===== src/rtl/spi_mem_pkg.sv =====
// Shared types and constants for the serial memory-slave controller.
package spi_mem_pkg;

  localparam int       MEM_DEPTH = 32;
  localparam int       ADDR_BITS = 8;
  localparam int       DATA_BITS = 8;
  localparam logic     MODE_WR   = 1'b1;

  typedef enum logic [3:0] {
    IDLE,
    SETUP,
    MODE,
    ADDR,
    DATA,
    WAIT_RDY,
    RECV,
    WAIT_DONE,
    FINISH
  } state_e;

endpackage


===== src/rtl/spi_mem_ctrl.sv =====
// Controller that serialises read/write requests to a 32-deep memory slave
// and collects read data, with a timeout on slave handshakes.
module spi_mem_ctrl
  import spi_mem_pkg::*;
#(
  parameter int TIMEOUT = 64
) (
  input  logic                 clk,
  input  logic                 rst,
  input  logic                 start,
  input  logic                 wr,
  input  logic [ADDR_BITS-1:0] addr,
  input  logic [DATA_BITS-1:0] wdata,
  output logic                 busy,
  output logic                 done,
  output logic                 err,
  output logic [DATA_BITS-1:0] rdata,
  output logic                 cs,
  output logic                 mosi,
  input  logic                 miso,
  input  logic                 ready,
  input  logic                 op_done
);

  localparam int            TW      = $clog2(TIMEOUT + 1);
  localparam logic [TW-1:0] TO_LAST = TW'(TIMEOUT - 1);

  state_e               state_q, state_d;
  logic [2:0]           bit_q, bit_d;
  logic [TW-1:0]        to_q, to_d;
  logic                 wr_q, wr_d;
  logic [ADDR_BITS-1:0] addr_q, addr_d;
  logic [DATA_BITS-1:0] wdata_q, wdata_d;
  logic [DATA_BITS-1:0] rx_q, rx_d;
  logic [DATA_BITS-1:0] rdata_q, rdata_d;
  logic                 busy_q, busy_d;
  logic                 done_q, done_d;
  logic                 err_q, err_d;
  logic                 cs_q, cs_d;
  logic                 mosi_q, mosi_d;

  always_ff @(posedge clk) begin
    if (rst) begin
      state_q <= IDLE;
      bit_q   <= '0;
      to_q    <= '0;
      wr_q    <= 1'b0;
      addr_q  <= '0;
      wdata_q <= '0;
      rx_q    <= '0;
      rdata_q <= '0;
      busy_q  <= 1'b0;
      done_q  <= 1'b0;
      err_q   <= 1'b0;
      cs_q    <= 1'b1;
      mosi_q  <= 1'b0;
    end else begin
      state_q <= state_d;
      bit_q   <= bit_d;
      to_q    <= to_d;
      wr_q    <= wr_d;
      addr_q  <= addr_d;
      wdata_q <= wdata_d;
      rx_q    <= rx_d;
      rdata_q <= rdata_d;
      busy_q  <= busy_d;
      done_q  <= done_d;
      err_q   <= err_d;
      cs_q    <= cs_d;
      mosi_q  <= mosi_d;
    end
  end

  always_comb begin
    state_d = state_q;
    bit_d   = bit_q;
    to_d    = to_q;
    wr_d    = wr_q;
    addr_d  = addr_q;
    wdata_d = wdata_q;
    rx_d    = rx_q;
    rdata_d = rdata_q;
    done_d  = 1'b0;
    err_d   = 1'b0;

    case (state_q)
      IDLE: begin
        // busy_q is still high in an abort's err cycle, so start is gated on it
        if (start && !busy_q) begin
          if (addr >= ADDR_BITS'(MEM_DEPTH)) begin
            err_d = 1'b1;
          end else begin
            state_d = SETUP;
            wr_d    = wr;
            addr_d  = addr;
            wdata_d = wdata;
            to_d    = '0;
          end
        end
      end
      SETUP: state_d = MODE;
      MODE: begin
        state_d = ADDR;
        bit_d   = '0;
      end
      ADDR: begin
        if (bit_q == 3'd7) begin
          bit_d   = '0;
          state_d = (wr_q == MODE_WR) ? DATA : WAIT_RDY;
        end else begin
          bit_d = bit_q + 3'd1;
        end
      end
      DATA: begin
        if (bit_q == 3'd7) begin
          bit_d   = '0;
          state_d = WAIT_DONE;
        end else begin
          bit_d = bit_q + 3'd1;
        end
      end
      WAIT_RDY: begin
        if (op_done) begin
          err_d   = 1'b1;
          state_d = IDLE;
        end else if (ready) begin
          rx_d[0] = miso;
          bit_d   = 3'd1;
          state_d = RECV;
        end else if (to_q == TO_LAST) begin
          err_d   = 1'b1;
          state_d = IDLE;
        end else begin
          to_d = to_q + TW'(1);
        end
      end
      RECV: begin
        rx_d[bit_q] = miso;
        if (bit_q == 3'd7) begin
          bit_d   = '0;
          state_d = WAIT_DONE;
        end else begin
          bit_d = bit_q + 3'd1;
        end
      end
      WAIT_DONE: begin
        if (op_done) begin
          done_d  = 1'b1;
          state_d = FINISH;
          if (wr_q != MODE_WR) rdata_d = rx_q;
        end else if (to_q == TO_LAST) begin
          err_d   = 1'b1;
          state_d = IDLE;
        end else begin
          to_d = to_q + TW'(1);
        end
      end
      FINISH:  state_d = IDLE;
      default: state_d = IDLE;
    endcase

    // A rejected start never raises busy; an abort keeps it for its err cycle
    busy_d = (state_d != IDLE) || done_d || (err_d && (state_q != IDLE));

    // Line outputs are registered from the next state so they align with it
    cs_d   = 1'b1;
    mosi_d = 1'b0;
    case (state_d)
      SETUP: cs_d = 1'b0;
      MODE: begin
        cs_d   = 1'b0;
        mosi_d = wr_d;
      end
      ADDR: begin
        cs_d   = 1'b0;
        mosi_d = addr_d[bit_d];
      end
      DATA: begin
        cs_d   = 1'b0;
        mosi_d = wdata_d[bit_d];
      end
      default: ;
    endcase
  end

  assign busy  = busy_q;
  assign done  = done_q;
  assign err   = err_q;
  assign rdata = rdata_q;
  assign cs    = cs_q;
  assign mosi  = mosi_q;

endmodule


===== config.mk =====
export PLATFORM = sky130hd
export DESIGN_NAME = spi_mem_ctrl
export DESIGN_NICKNAME = d
export VERILOG_FILES = /design/src/rtl/spi_mem_pkg.sv /design/src/rtl/spi_mem_ctrl.sv
export SDC_FILE = /design/constraint.sdc
export NUM_CORES = 1
export LEC_CHECK = 0
export ABC_AREA = 0
export BUFFER_PORTS_ARGS = -buffer_cell sky130_fd_sc_hd__buf_4
export CORE_MARGIN = 5
export CORE_UTILIZATION = 60
export CTS_BUF_LIST = sky130_fd_sc_hd__clkbuf_2
export DETAILED_ROUTE_END_ITERATION = 8
export GPL_ROUTABILITY_DRIVEN = 0
export PLACE_DENSITY = 0.91
export SYNTH_ARGS = -nofsm -noshare
export SYNTH_HDL_FRONTEND = slang
export SYNTH_SLANG_ARGS = --single-unit

===== constraint.sdc =====
create_clock -name clk -period 3.7 [get_ports clk]
set_input_delay 0.185 -clock clk [delete_from_list [all_inputs] [get_ports clk]]
set_output_delay 0.185 -clock clk [all_outputs]
set_load 0.01 [all_outputs]

## Yosys cells after proc, flatten, opt, wreduce, memory -nomap -nowiden

Index checks and enable logic that the tools add are counted.

| word-level totals | value |
|---|---|
| memory bits (writable) | 0 |
| flip-flop bits (word level) | 52 |
| bits in latches | 0 |
| memories kept | 0 |
| memory bits (read-only) | 0 |
| input bits | 23 |
| output and inout port bits | 13 |
| logic and storage cells | 108 |

| cells by class | value |
|---|---|
| shifts and indexed selects | 0 |
| bitwise operators | 1 |
| eq/ne operators | 19 |
| $add $sub $neg | 2 |
| div/mod/pow operators | 0 |
| multipliers | 0 |
| reduce and logical (&&, ||, !) cells | 17 |
| $lt $le $gt $ge | 4 |
| multiplexer cells | 51 |

Operator list:

| cell | count |
|---|---|
| 8-bit 2-to-1 mux | 6 |
| 7-bit 2-to-1 mux | 6 |
| 4-bit 2-to-1 mux | 8 |
| 4-bit one-hot mux with 7 select lines | 1 |
| 7-bit one-hot mux with 3 select lines | 1 |
| 4-bit by 3-bit equality test with 1-bit output, second input constant | 5 |
| 1-bit 2-to-1 mux | 18 |
| 4-bit by 2-bit equality test with 1-bit output, second input constant | 4 |
| 2-bit inequality test, second input constant | 6 |
| 3-bit 2-to-1 mux | 3 |
| 3-bit one-hot mux with 3 select lines | 1 |
| 8-bit bitwise mux | 1 |
| 4-bit by 1-bit equality test with 1-bit output, second input constant | 2 |
| 8-bit by 6-bit >= comparator with 1-bit output, second input constant | 1 |
| 3-bit by 4-bit < comparator with 1-bit output, second input constant | 2 |
| 4-bit nonzero test | 2 |
| 7-bit by 1-bit adder with 7-bit output, second input constant | 1 |
| 7-bit by 6-bit equality test with 1-bit output, second input constant | 1 |
| 1-bit binary-select mux with 3-bit select | 2 |
| 1-bit one-hot mux with 3 select lines | 2 |
| 3-bit AND reduction | 2 |
| 6-bit AND reduction | 1 |
| 4-bit logical NOT | 1 |
| 4-bit OR reduction | 1 |
| other kinds (13) | 16 |

## Longest topological paths before layout

Gate-level depths: netlist of run 1.

| logic depth | value |
|---|---|
| depth after elaboration | 8 |
| gate-level depth with buffers | 12 |
| depth with buffers taken out | 10 |

## Least setup slack after synthesis of run 1

Ideal clock, no wire load.

| timing path | value |
|---|---|
| path kind | reg-to-reg |
| start point | register bit_q[0] |
| end point | register mosi_q, in the netlist mosi |
| stages on the path, launching flop included | 13 |
| required time | 3.574 ns |
| buffers on the path | 2 |
| library setup time | 0.126 ns |
| path slack | 1.209 ns |
| clock period less this slack | 2.491 ns |
| data arrival time | 2.366 ns |
| path through | dfxtp_1 -> ha_1 -> ha_1 -> clkbuf_1 -> nor4b_1 -> mux2i_1 -> o221ai_2 -> buf_2 -> mux4_2 -> mux2i_1 -> nand2_1 -> a31oi_1 -> mux2i_1 |

| between the ends | value |
|---|---|
| longest elaborated chain between the ends | 6 |
| elaborated cells between the ends (all ways) | 17 |
| those cells by class | 1 x add/sub; 4 x eq/ne; 12 x mux |

Ends and longest elaborated chain:

| item | line | source |
|---|---|---|
| from (decl) | spi_mem_ctrl.sv:29 | `logic [2:0] bit_q, bit_d;` |
| from (signal assigned) | spi_mem_ctrl.sv:59 | `bit_q <= bit_d;` |
| 3-bit by 1-bit adder with 3-bit output, or another cell as far along | spi_mem_ctrl.sv:111, spi_mem_ctrl.sv:119, spi_mem_ctrl.sv:143 |  |
| 3-bit 2-to-1 mux (on tied branches) | -- |  |
| 3-bit one-hot mux with 3 select lines | spi_mem_ctrl.sv:86 | `case (state_q)` |
| 1-bit binary-select mux with 3-bit select (on tied branches) | spi_mem_ctrl.sv:180, spi_mem_ctrl.sv:176 |  |
| 1-bit 2-to-1 mux (on tied branches) | spi_mem_ctrl.sv:180, spi_mem_ctrl.sv:176 |  |
| 1-bit one-hot mux with 3 select lines * | spi_mem_ctrl.sv:168 | `case (state_d)` |
| to (signal assigned) | spi_mem_ctrl.sv:70 | `mosi_q <= mosi_d;` |
| to (decl) | spi_mem_ctrl.sv:40 | `logic mosi_q, mosi_d;` |

Mark *: on every way between the ends. The rest lies on a longest branch, timed or not. The select of a mux whose other input is x is not followed.
A chain may end at the register's enable or synchronous reset.

## Worst setup path after layout of run 1

| timing path | value |
|---|---|
| start point | register bit_q[1] |
| end point | register mosi_q, in the netlist mosi |

Same word-level chain as after synthesis.

==> results.md, run 1 <==
* TritonCTS clock tree: built
* Clock Latency Late Sink at 0.44 ns
* Row count at 23
* Post-Synth XOR/XNOR Area at 0%
* WHS at 0.01957 ns
* Die area at 5471 sq um
* Antenna Nets Post-Route at 0
* Post-synth ARST share at 0%
* CP max stage delay at 0.59 ns
* Gr usage total at 20.96%
* Die X-Extent at 73.97 microns
* Largest net degree at the start of global routing at 54
* P_int at 655.4 uW
* Fin crit period at 3.061 ns
* Reg power frac at 65.5%
* Crit path DAT at 3.45 ns
* Largest family of logic cells by synthesized area: simple AND/OR/NAND/NOR gates
* Clock Path Buffers at 2
* Fin crit share at 82.72%
* Pwr per Cell Area at 303.4 nW/um^2
* Req. time, crit path at 4.09 ns
* Synthesized net count at 318
* Clock tree sinks at 52
* Worst slew pin tran at 0.8580 ns
* CP Launch Type: flop
* Hold/Removal Path Class: in2reg
* Buffers & Inverters on Critical Path at 0
* Synth Area in Compound Gates at 16.82%
* Worst slew margin at 42.49%
* # Post-CTS Setup Buffers at 0
* Sequential area share after synthesis at 42.41%
* Slowest-stage cell, CP: o221ai_2
* Simple logic cell fraction of the synthesized area at 25.99%
* Final Skew at 0.01260 ns
* Status: completed
* Final #Nets at 357
* Vert. Die Dim at 73.97 microns
* Max IR drop VDD at 0.3214 mV
* DRC at 0
* Switching part of the total at 25.23%
* Logic pwr share at 9.8%
* Wire length per cell at 13.79 microns
* Max_cap viols at 0
* IO Port Bufs at 35
* Cells after Synth at 292
* Final hold vios at 0
* Number of global-route vias before repair at 2,058
* Crit-path max FO at 15
* Core area at 3971 sq um
* Post-synth EDFFs at 0
* Fmax at 0.3267 GHz
* Worst setup path class: reg2reg
* Proportion of synthesized area in mux cells at 9.174%
* Initial core utilization at 61.81%
* Net Switching at 221.1 uW
* CTS root buf: clkbuf_2
* Yosys reg bits at 52
* Setup TNS at 0 ns
* Final Cell Area at 2889 sq um
* Synth Area in Adders at 1.529%
* Syn Area/Cell at 8.407 sq um
* Layout cells sized above 1 at 16.27%
* Vias/cell at 5.733
* Grt total ovfl at 0
* Yosys warning total at 0
* Synthesized cell area at 2455 sq um
* Total number of vias at 2,190
* Cell Area, Placed at 2710 sq um
* # IOs at 36
* HPWL Detailed at 3582 microns
* Starting DRT DRC Count at 219
* Clock power frac at 24.7%
* Initial antenna violation count at 0
* Total CTS buffers at 5
* Final setup viols at 0
* Leak Pwr at 1.073 nW
* Area Overhead vs Synth at 17.69%
* DRT Wirelength at 5269 microns
* CP endpoint kind: flop
* Family with the most delay on the worst path: compound AO/OA/AOI/OAI gates
* Synth unique cells at 46
* Reg clk slew, reported paths at 0.24 ns
* Slew Limit Fails at 0
* Global-route wire length before repair at 9101 microns
* TritonRoute pass-1 iters at 4
* Crit-path cells: ha_1 -> ha_1 -> nor4b_1 -> mux2i_1 -> o221ai_2 -> a21boi_1 -> o21ai_0 -> and3_1 -> or3_1 -> mux2i_1
* H-tree depth at 2
* Ant diodes at 0
* Main synth FF type: dfxtp_1
* Unrepaired setup endpoints after global routing: no
-- placed cells by master (no fill, tap or decap), types with 3 or more instances in the layout --
cell type       n
dfxtp_1        52
inv_1           5
nor3_1          8
or3_1           6
a22oi_1         3
o21ai_1         4
ha_1            3
buf_4          36
clkbuf_2        5
o21ai_0        10
nor3b_1         7
dlygate4sd3_1  14
nand3b_1        3
mux2i_1        18
nand3_1         8
a21oi_1        31
and3_1          4
nor2b_1         6
nand2_1        39
nor2_1         32
a31oi_1         3
-- metrics by stage --
step                power (mW)  cells  utilization, %  setup slack [ns]
floorplan               0.6279    292               -             1.209
global placement        0.6565    360           68.24            0.9174
detailed placement      0.6582    360           68.24            0.7627
CTS                     0.8828    381           72.50            0.6912
global route            0.9143    382           72.75            0.3447
finish                  0.8765    382           72.75            0.6393
-- path summary, 6_finish.rpt --
path | slack (ns) | cells after the start | to | startpoint
worst max-delay path | 0.64 | 10 | mosi | bit_q[1]
worst min register to register | 0.47 | 2 | wdata_q[5] | wdata_q[5]
worst max register to register | 0.64 | 10 | mosi | bit_q[1]
worst min-delay path | 0.02 | 3 | addr_q[3] | addr[3]
-- cells by family (layout without fill, tap and decap cells) --
logic type	after synthesis	count (layout)
simple gates	125	125
buf+inv	24	64
fa+ha+maj	3	3
mux	20	20
compound gates	68	68
flops	52	52
-- power groups by stage --
| stage | registers (mW) | logic, mW | clock network [mW] |
|---|---|---|---|
| global placement | 0.584 | 0.0720 | 0 |
| global route | 0.576 | 0.0948 | 0.243 |
| CTS | 0.574 | 0.0846 | 0.224 |
| floorplan | 0.583 | 0.0449 | 0 |
| detailed placement | 0.585 | 0.0735 | 0 |
| finish | 0.574 | 0.0860 | 0.216 |
-- repair_timing --
item	4_1_cts	5_1_grt
hold buffers	13	1
hold endpoints to repair	13	1
setup endpoints to repair	0	0
resized for setup	0	0
-- metal layers --
layer | GRT usage [%] | routed length (microns) | vias to the layer above
li1 | - | - | 1107
met1 | 26.41 | 2358 | 1013
met2 | 33.07 | 2505 | 57
met3 | 5.946 | 287 | 13
met4 | 10.06 | 117 | 0
met5 | 0 | 0 | -
-- cell type report --
cell class / count / area [sq um]
clock buffers: 5 / 25.02
clock inverters: 3 / 13.76
fillers: 313 / 1082
inverters: 6 / 22.52
multi-input cells: 216 / 1314
flip-flops and latches: 52 / 1041
well taps: 50 / 62.56
repair buffers: 50 / 410.4
-- sequential cells by signal, indices dropped and copies added (netlist names), 3 cells and up --
signal and flops:
addr_q 8, rdata 8, rx_q 8, wdata_q 8
to_q 7, state_q 4, bit_q 3
-- cell usage after synthesis, types with 2 or more instances --
| cell | number | share of area [%] |
|---|---|---|
| dfxtp_1 | 52 | 42 |
| or3b_2 | 2 | 0.71 |
| inv_1 | 5 | 0.76 |
| nor3b_1 | 7 | 2.1 |
| buf_2 | 2 | 0.41 |
| mux4_2 | 2 | 1.8 |
| nor3_1 | 8 | 1.6 |
| nand3b_1 | 3 | 0.92 |
| nand2b_1 | 2 | 0.51 |
| nor2_1 | 32 | 4.9 |
| a21boi_0 | 2 | 0.61 |
| o211ai_1 | 2 | 0.61 |
| nand3_1 | 8 | 1.6 |
| o21ai_0 | 10 | 2.0 |
| a21oi_1 | 31 | 6.3 |
| a31oi_1 | 3 | 0.76 |
| nand2_1 | 39 | 6.0 |
| clkbuf_1 | 15 | 2.3 |
| a22oi_1 | 3 | 0.92 |
| or3_1 | 6 | 1.5 |
| a21boi_1 | 2 | 0.61 |
| and3_1 | 4 | 1.0 |
| mux2i_1 | 18 | 7.3 |
| a22o_1 | 2 | 0.71 |
| nor2b_1 | 6 | 1.5 |
| o21ai_1 | 4 | 0.82 |
| ha_1 | 3 | 1.5 |
-- worst reg2reg max path, delay by kind of cell, from the launching register on --
| kind | cells | cell delay, ns |
|---|---|---|
| AOI/OAI and AO/OA | 3 | 0.94 |
| and+or+nand+nor | 3 | 0.87 |
| adders and majority gates | 2 | 0.49 |
| DFF | 1 | 0.45 |
| muxes | 2 | 0.27 |
Note: power is estimated with default switching activity, not from simulation.
==> inputs of run 2 (changes only) <==
- CORE_UTILIZATION: 60 -> 53
- PLACE_DENSITY: 0.91 -> 0.86
- clock period: 3.7 -> 2.7 ns (I/O delays scaled with it)
==> results.md, run 2 (same netlist as run 1, synthesis figures left out) <==
* Status: completed
* DRT Wirelength at 5949 microns (+13%)
* Slew Limit Fails at 0 (unchanged)
* Clock Latency Late Sink at 0.44 ns (about the same)
* Setup TNS at 0 ns (unchanged)
* Max IR drop VDD at 0.2871 mV (-11%)
* Initial antenna violation count at 0 (unchanged)
* Req. time, crit path at 3.09 ns (-1.00 ns)
* Slowest-stage cell, CP: dfxtp_1
* Crit-path max FO at 11 (-4)
* Final Skew at 0.01547 ns (+0.002876 ns)
* Pwr per Cell Area at 401.9 nW/um^2 (+32%)
* Vias/cell at 5.792 (+1.0%)
* Worst slack at placement at 0.08630 ns (-0.6764 ns)
* Die X-Extent at 78.06 microns (+5.5%)
* Antenna Nets Post-Route at 0 (unchanged)
* Clock tree sinks at 52 (unchanged)
* Overall power at 1.237 mW (+41%)
* Initial core utilization at 55.61% (-6.2 points)
* CP endpoint kind: flop
* # IOs at 36 (unchanged)
* Buffers & Inverters on Critical Path at 2 (+2)
* Placed cells at 376 (+4.4%)
* Setup ws final at 0.09539 ns (-0.5439 ns)
* Reg clk slew, reported paths at 0.26 ns (+0.02 ns)
* Family with the most delay on the worst path: simple AND/OR/NAND/NOR gates
* Switching part of the total at 26.11% (+0.88 points)
* Row count at 24 (+4.3%)
* H-tree depth at 2 (unchanged)
* Final Cell Area at 3079 sq um (+6.6%)
* Grt total ovfl at 0 (unchanged)
* Worst slew pin tran at 0.5281 ns (-0.3299 ns)
* Core Util, Final at 69.76% (-3.0 points)
* P_int at 914.4 uW (+40%)
* Ant diodes at 0 (unchanged)
* Vert. Die Dim at 78.06 microns (+5.5%)
* Reg power frac at 63.4% (-2.1 points)
* Logic pwr share at 10.7% (+0.9 points)
* Leak Pwr at 1.178 nW (+9.8%)
* Die area at 6093 sq um (+11%)
* Clock Path Buffers at 2 (unchanged)
* Global-route wire length before repair at 9673 microns (+6.3%)
* HPWL Detailed at 3811 microns (+6.4%)
* Total number of vias at 2,340 (+6.8%)
* Hold/Removal Path Class: in2reg
* CTS root buf: clkbuf_2
* Net Switching at 323.1 uW (+46%)
* Final #Nets at 377 (+5.6%)
* Wire length per cell at 14.73 microns (+6.8%)
* TritonRoute pass-1 iters at 5 (+1)
* Cell Area, Placed at 2818 sq um (+4.0%)
* Worst setup path class: reg2reg
* Gr usage total at 18.88% (-2.1 points)
* Largest net degree at the start of global routing at 54 (unchanged)
* Most common cell after layout, fill and taps aside: buf_4
* Area Overhead vs Synth at 25.43%
* IO Port Bufs at 35 (unchanged)
* Max_cap viols at 0 (unchanged)
* WHS at 0.05282 ns (+0.03325 ns)
* Layout cells sized above 1 at 21.88% (+5.6 points)
* Clock power frac at 25.9% (+1.2 points)
* Number of global-route vias before repair at 2,245 (+9.1%)
* Final hold vios at 0 (unchanged)
* Crit-path cells: buf_4 -> nor4b_1 -> mux2i_1 -> o221ai_4 -> buf_4 -> or3_1 -> o21ai_0 -> a221oi_1 -> or3_1 -> mux2i_1
* Post-route insts no fill at 404 (+5.8%)
* Final setup viols at 0 (unchanged)
* CP Launch Type: flop
* DRC at 0 (unchanged)
* Commonest non-fill, non-tap cells in the layout: buf_4 (54), dfxtp_1 (50), nand2_1 (39)
* Fmax at 0.3839 GHz (+18%)
* CP max stage delay at 0.58 ns (about the same)
* Crit path DAT at 2.99 ns (-0.46 ns)
* Fin crit share at 96.47% (+14 points)
* Fin crit period at 2.605 ns (-0.4561 ns)
* Core area at 4414 sq um (+11%)
* Starting DRT DRC Count at 167 (-24%)
* Total CTS buffers at 5 (unchanged)
* TritonCTS clock tree: built
* Worst slew margin at 64.33% (+22 points)
==> run 2: cell type report <==
cell class	count	area (sq um)
clock inverter	3	22.52
fill	333	1335
inverter	6	22.52
multi-input combinational	217	1345
tap	52	65.06
clock buffer	5	25.02
timing repair buffer	69	555.5
sequential	52	1044
==> run 2: power groups by stage <==
stage | combinational (mW) | sequential [mW] | clock, mW
2_1_floorplan | 0.0616 | 0.799 | 0
4_1_cts | 0.127 | 0.785 | 0.331
3_5_place_dp | 0.108 | 0.798 | 0
6_report | 0.133 | 0.785 | 0.320
5_1_grt | 0.144 | 0.787 | 0.365
3_3_place_gp | 0.106 | 0.798 | 0
==> run 2: per-layer routing <==
layer,track usage [%],wire length [microns],up-vias
met5,0,0,-
met4,6.081,121,0
met3,4.691,291,18
met2,32.45,2962,77
met1,23.05,2574,1094
li1,-,-,1151
==> run 2: final timing paths <==
kind	slack, ns	endpoint	cells past startpoint	startpoint
worst min register to register	0.48	wdata_q[1]	2	wdata_q[1]
worst min-delay path	0.05	state_q[3]	3	op_done
worst max-delay path	0.1	mosi	10	state_q[2]
worst max register to register	0.1	mosi	10	state_q[2]
==> run 2: what timing repair did <==
| action | 4_1_cts | 5_1_grt |
|---|---|---|
| hold buffers | 15 | 0 |
| gates resized for setup | 1 | 3 |
| endpoints found under the hold margin | 22 | 0 |
| gates cloned | 0 | 1 |
| buffers inserted | 0 | 4 |
| pin swaps | 0 | 1 |
| setup endpoints to repair | 1 | 1 |
==> run 2: worst min-delay path: stages <==
cell,delay [ns]
buf_4,0.15
nand2_1,0.14
nor3_1,0.06
==> inputs of run 3 (changes only) <==
--- a/config.mk
+++ b/config.mk
@@ -13,3 +13,2 @@
 export DETAILED_ROUTE_END_ITERATION = 8
-export GPL_ROUTABILITY_DRIVEN = 0
 export PLACE_DENSITY = 0.86
==> constraint.sdc (replaced) <==
create_clock -name clk -period 2.7 [get_ports clk]
set_input_delay 0.54 -clock clk [delete_from_list [all_inputs] [get_ports clk]]
set_output_delay 0.54 -clock clk [all_outputs]
set_load 0.01 [all_outputs]
==> results.md, run 3 (same netlist as run 1, synthesis figures left out) <==
* Largest net degree at the start of global routing at 54 (unchanged)
* Ant diodes at 0 (unchanged)
* Crit-path cells: or3_4 -> or4_4 -> mux4_2 -> mux2i_1 -> nand2_1 -> a31oi_1 -> mux2i_1
* Initial antenna violation count at 0 (unchanged)
* H-tree depth at 2 (unchanged)
* IO Port Bufs at 35 (unchanged)
* Filler instances at 383 (+15%)
* Setup TNS at 0 ns (unchanged)
* Logic pwr share at 9.5% (-1.2 points)
* Unrepaired setup endpoints after global routing: no
* Fmax at 0.4015 GHz (+4.6%)
* Wire length per cell at 13.88 microns (-5.7%)
* Commonest non-fill, non-tap cells in the layout: dfxtp_1 (52), buf_4 (52), nand2_1 (39)
* Core area at 4414 sq um (unchanged)
* Worst setup path class: reg2reg
* CTS root buf: clkbuf_2
* Row count at 24 (unchanged)
* Reg clk slew, reported paths at 0.23 ns (-0.03 ns)
* Initial core utilization at 55.61% (unchanged)
* HPWL Detailed at 3897 microns (+2.2%)
* Slew Limit Fails at 0 (unchanged)
* GP Congestion at 0.8285
* Clock Latency Late Sink at 0.42 ns (-0.02 ns)
* Cell Area, Placed at 2818 sq um (unchanged)
* Post-route insts no fill at 384 (-5.0%)
* DRT Wirelength at 5330 microns (-10%)
* Fin crit share at 92.25% (-4.2 points)
* Final Skew at 0.01298 ns (-0.002489 ns)
* Req. time, crit path at 3.05 ns (-0.04 ns)
* Total CTS buffers at 5 (unchanged)
* CP Launch Type: flop
* Grt total ovfl at 0 (unchanged)
* Number of hold buffers added after CTS at 0 (-15)
* Crit-path max FO at 13 (+2)
* Leak Pwr at 1.093 nW (-7.2%)
* Hold/Removal Path Class: in2reg
* Net Switching at 284.9 uW (-12%)
* Fin crit period at 2.491 ns (-0.1138 ns)
* Worst slew margin at 58.87% (-5.5 points)
* Antenna Nets Post-Route at 0 (unchanged)
* CP endpoint kind: flop
* Final Cell Area at 2875 sq um (-6.6%)
* Total number of vias at 2,197 (-6.1%)
* TritonRoute pass-1 iters at 4 (-1)
* Max IR drop VDD at 0.2392 mV (-17%)
* Crit path DAT at 2.84 ns (-0.15 ns)
* # IOs at 36 (unchanged)
* Family with the most delay on the worst path: simple AND/OR/NAND/NOR gates
* Final #Nets at 360 (-4.5%)
* Vias/cell at 5.721 (-1.2%)
* Register area at 1041 sq um (-0.24%)
* CP max stage delay at 0.59 ns (about the same)
* TritonCTS clock tree: built
* Reg power frac at 67.3% (+3.9 points)
* Layout cells sized above 1 at 21.08% (-0.79 points)
* Die area at 6093 sq um (unchanged)
* Clock power frac at 23.2% (-2.7 points)
* Number of global-route vias before repair at 2,095 (-6.7%)
* Vert. Die Dim at 78.06 microns (unchanged)
* Starting DRT DRC Count at 198 (+19%)
* Final setup viols at 0 (unchanged)
* Buffers & Inverters on Critical Path at 0 (-2)
* Clock Path Buffers at 2 (unchanged)
* Switching part of the total at 24.43% (-1.7 points)
* Slowest-stage cell, CP: or4_4
* Status: completed
* Gr usage total at 18.11% (-0.77 points)
* P_int at 881.0 uW (-3.7%)
* Placed cells at 376 (unchanged)
* Multi-input logic area at 1320 sq um (-1.9%)
* Die X-Extent at 78.06 microns (unchanged)
* Worst slew pin tran at 0.6090 ns (+0.08086 ns)
* Area Overhead vs Synth at 17.13%
* Clock tree sinks at 52 (unchanged)
* Pwr per Cell Area at 405.5 nW/um^2 (+0.89%)
* Max_cap viols at 0 (unchanged)
* Final hold vios at 0 (unchanged)
* Global-route wire length before repair at 9177 microns (-5.1%)
* DRC at 0 (unchanged)
* Top cell by count, worst path: mux2i_1
run 3: changes by cell type in the layout (fill, tap and decap cells not counted), moves of 2 or more:
| cell | change |
|---|---|
| buf_4 | -2 |
| dlygate4sd3_1 | -15 |
| dfxtp_2 | -2 |
| dfxtp_1 | +2 |
run 3: path summary, 6_finish.rpt:
check / startpoint / slack, ns / depth (start not counted) / to
min: wr / 0.33 / 3 / wr_q
max: state_q[1] / 0.21 / 7 / mosi
max reg2reg: state_q[1] / 0.21 / 7 / mosi
min reg2reg: addr_q[4] / 0.48 / 2 / addr_q[4]
run 3: layout make-up:
type	instances	share of cell area (%)
clock buffer	5	0.8703
sequential	52	36.21
multi-input combinational	216	45.91
timing repair buffer	53	13.97
tap	52	2.263
inverter	6	0.7833
run 3: worst reg2reg max path, cell delays in order, from the launching register on:
cell and delay [ns]:
dfxtp_1 0.49, or3_4 0.46, or4_4 0.59, mux4_2 0.45, mux2i_1 0.15, nand2_1 0.07, a31oi_1 0.13, mux2i_1 0.09
run 3: metrics by stage:
step	hold WS (ns)	util (%)	setup slack, ns	total power, mW
after detailed placement	0.4528	63.83	0.07402	0.9084
after CTS	0.3218	64.40	0.1153	1.173
after floorplan	0.4332	-	0.2038	0.8604
after global routing	0.2967	65.14	0.007011	1.224
after global placement	0.4474	63.83	0.1339	0.9051
final	0.3280	65.14	0.2092	1.166
run 3: power by group through the flow:
stage	sequential [mW]	clock, mW	combinational (mW)
after floorplan	0.799	0	0.0616
after global placement	0.799	0	0.106
after detailed placement	0.800	0	0.109
after CTS	0.785	0.279	0.109
after global routing	0.787	0.316	0.121
final	0.785	0.270	0.111
run 3: timing repair:
item	CTS	global route
endpoints found under the setup margin	0	1
buffers inserted	0	3
gates resized for setup	0	2
run 3: metal layers:
metal / share of wire, % / up-vias / global-route usage [%]
met4: 1.4 / 0 / 6.081
met2: 50 / 49 / 31.04
li1: - / 1114 / -
met1: 44 / 1028 / 22.21
met5: 0 / - / 0
met3: 4.4 / 6 / 4.348
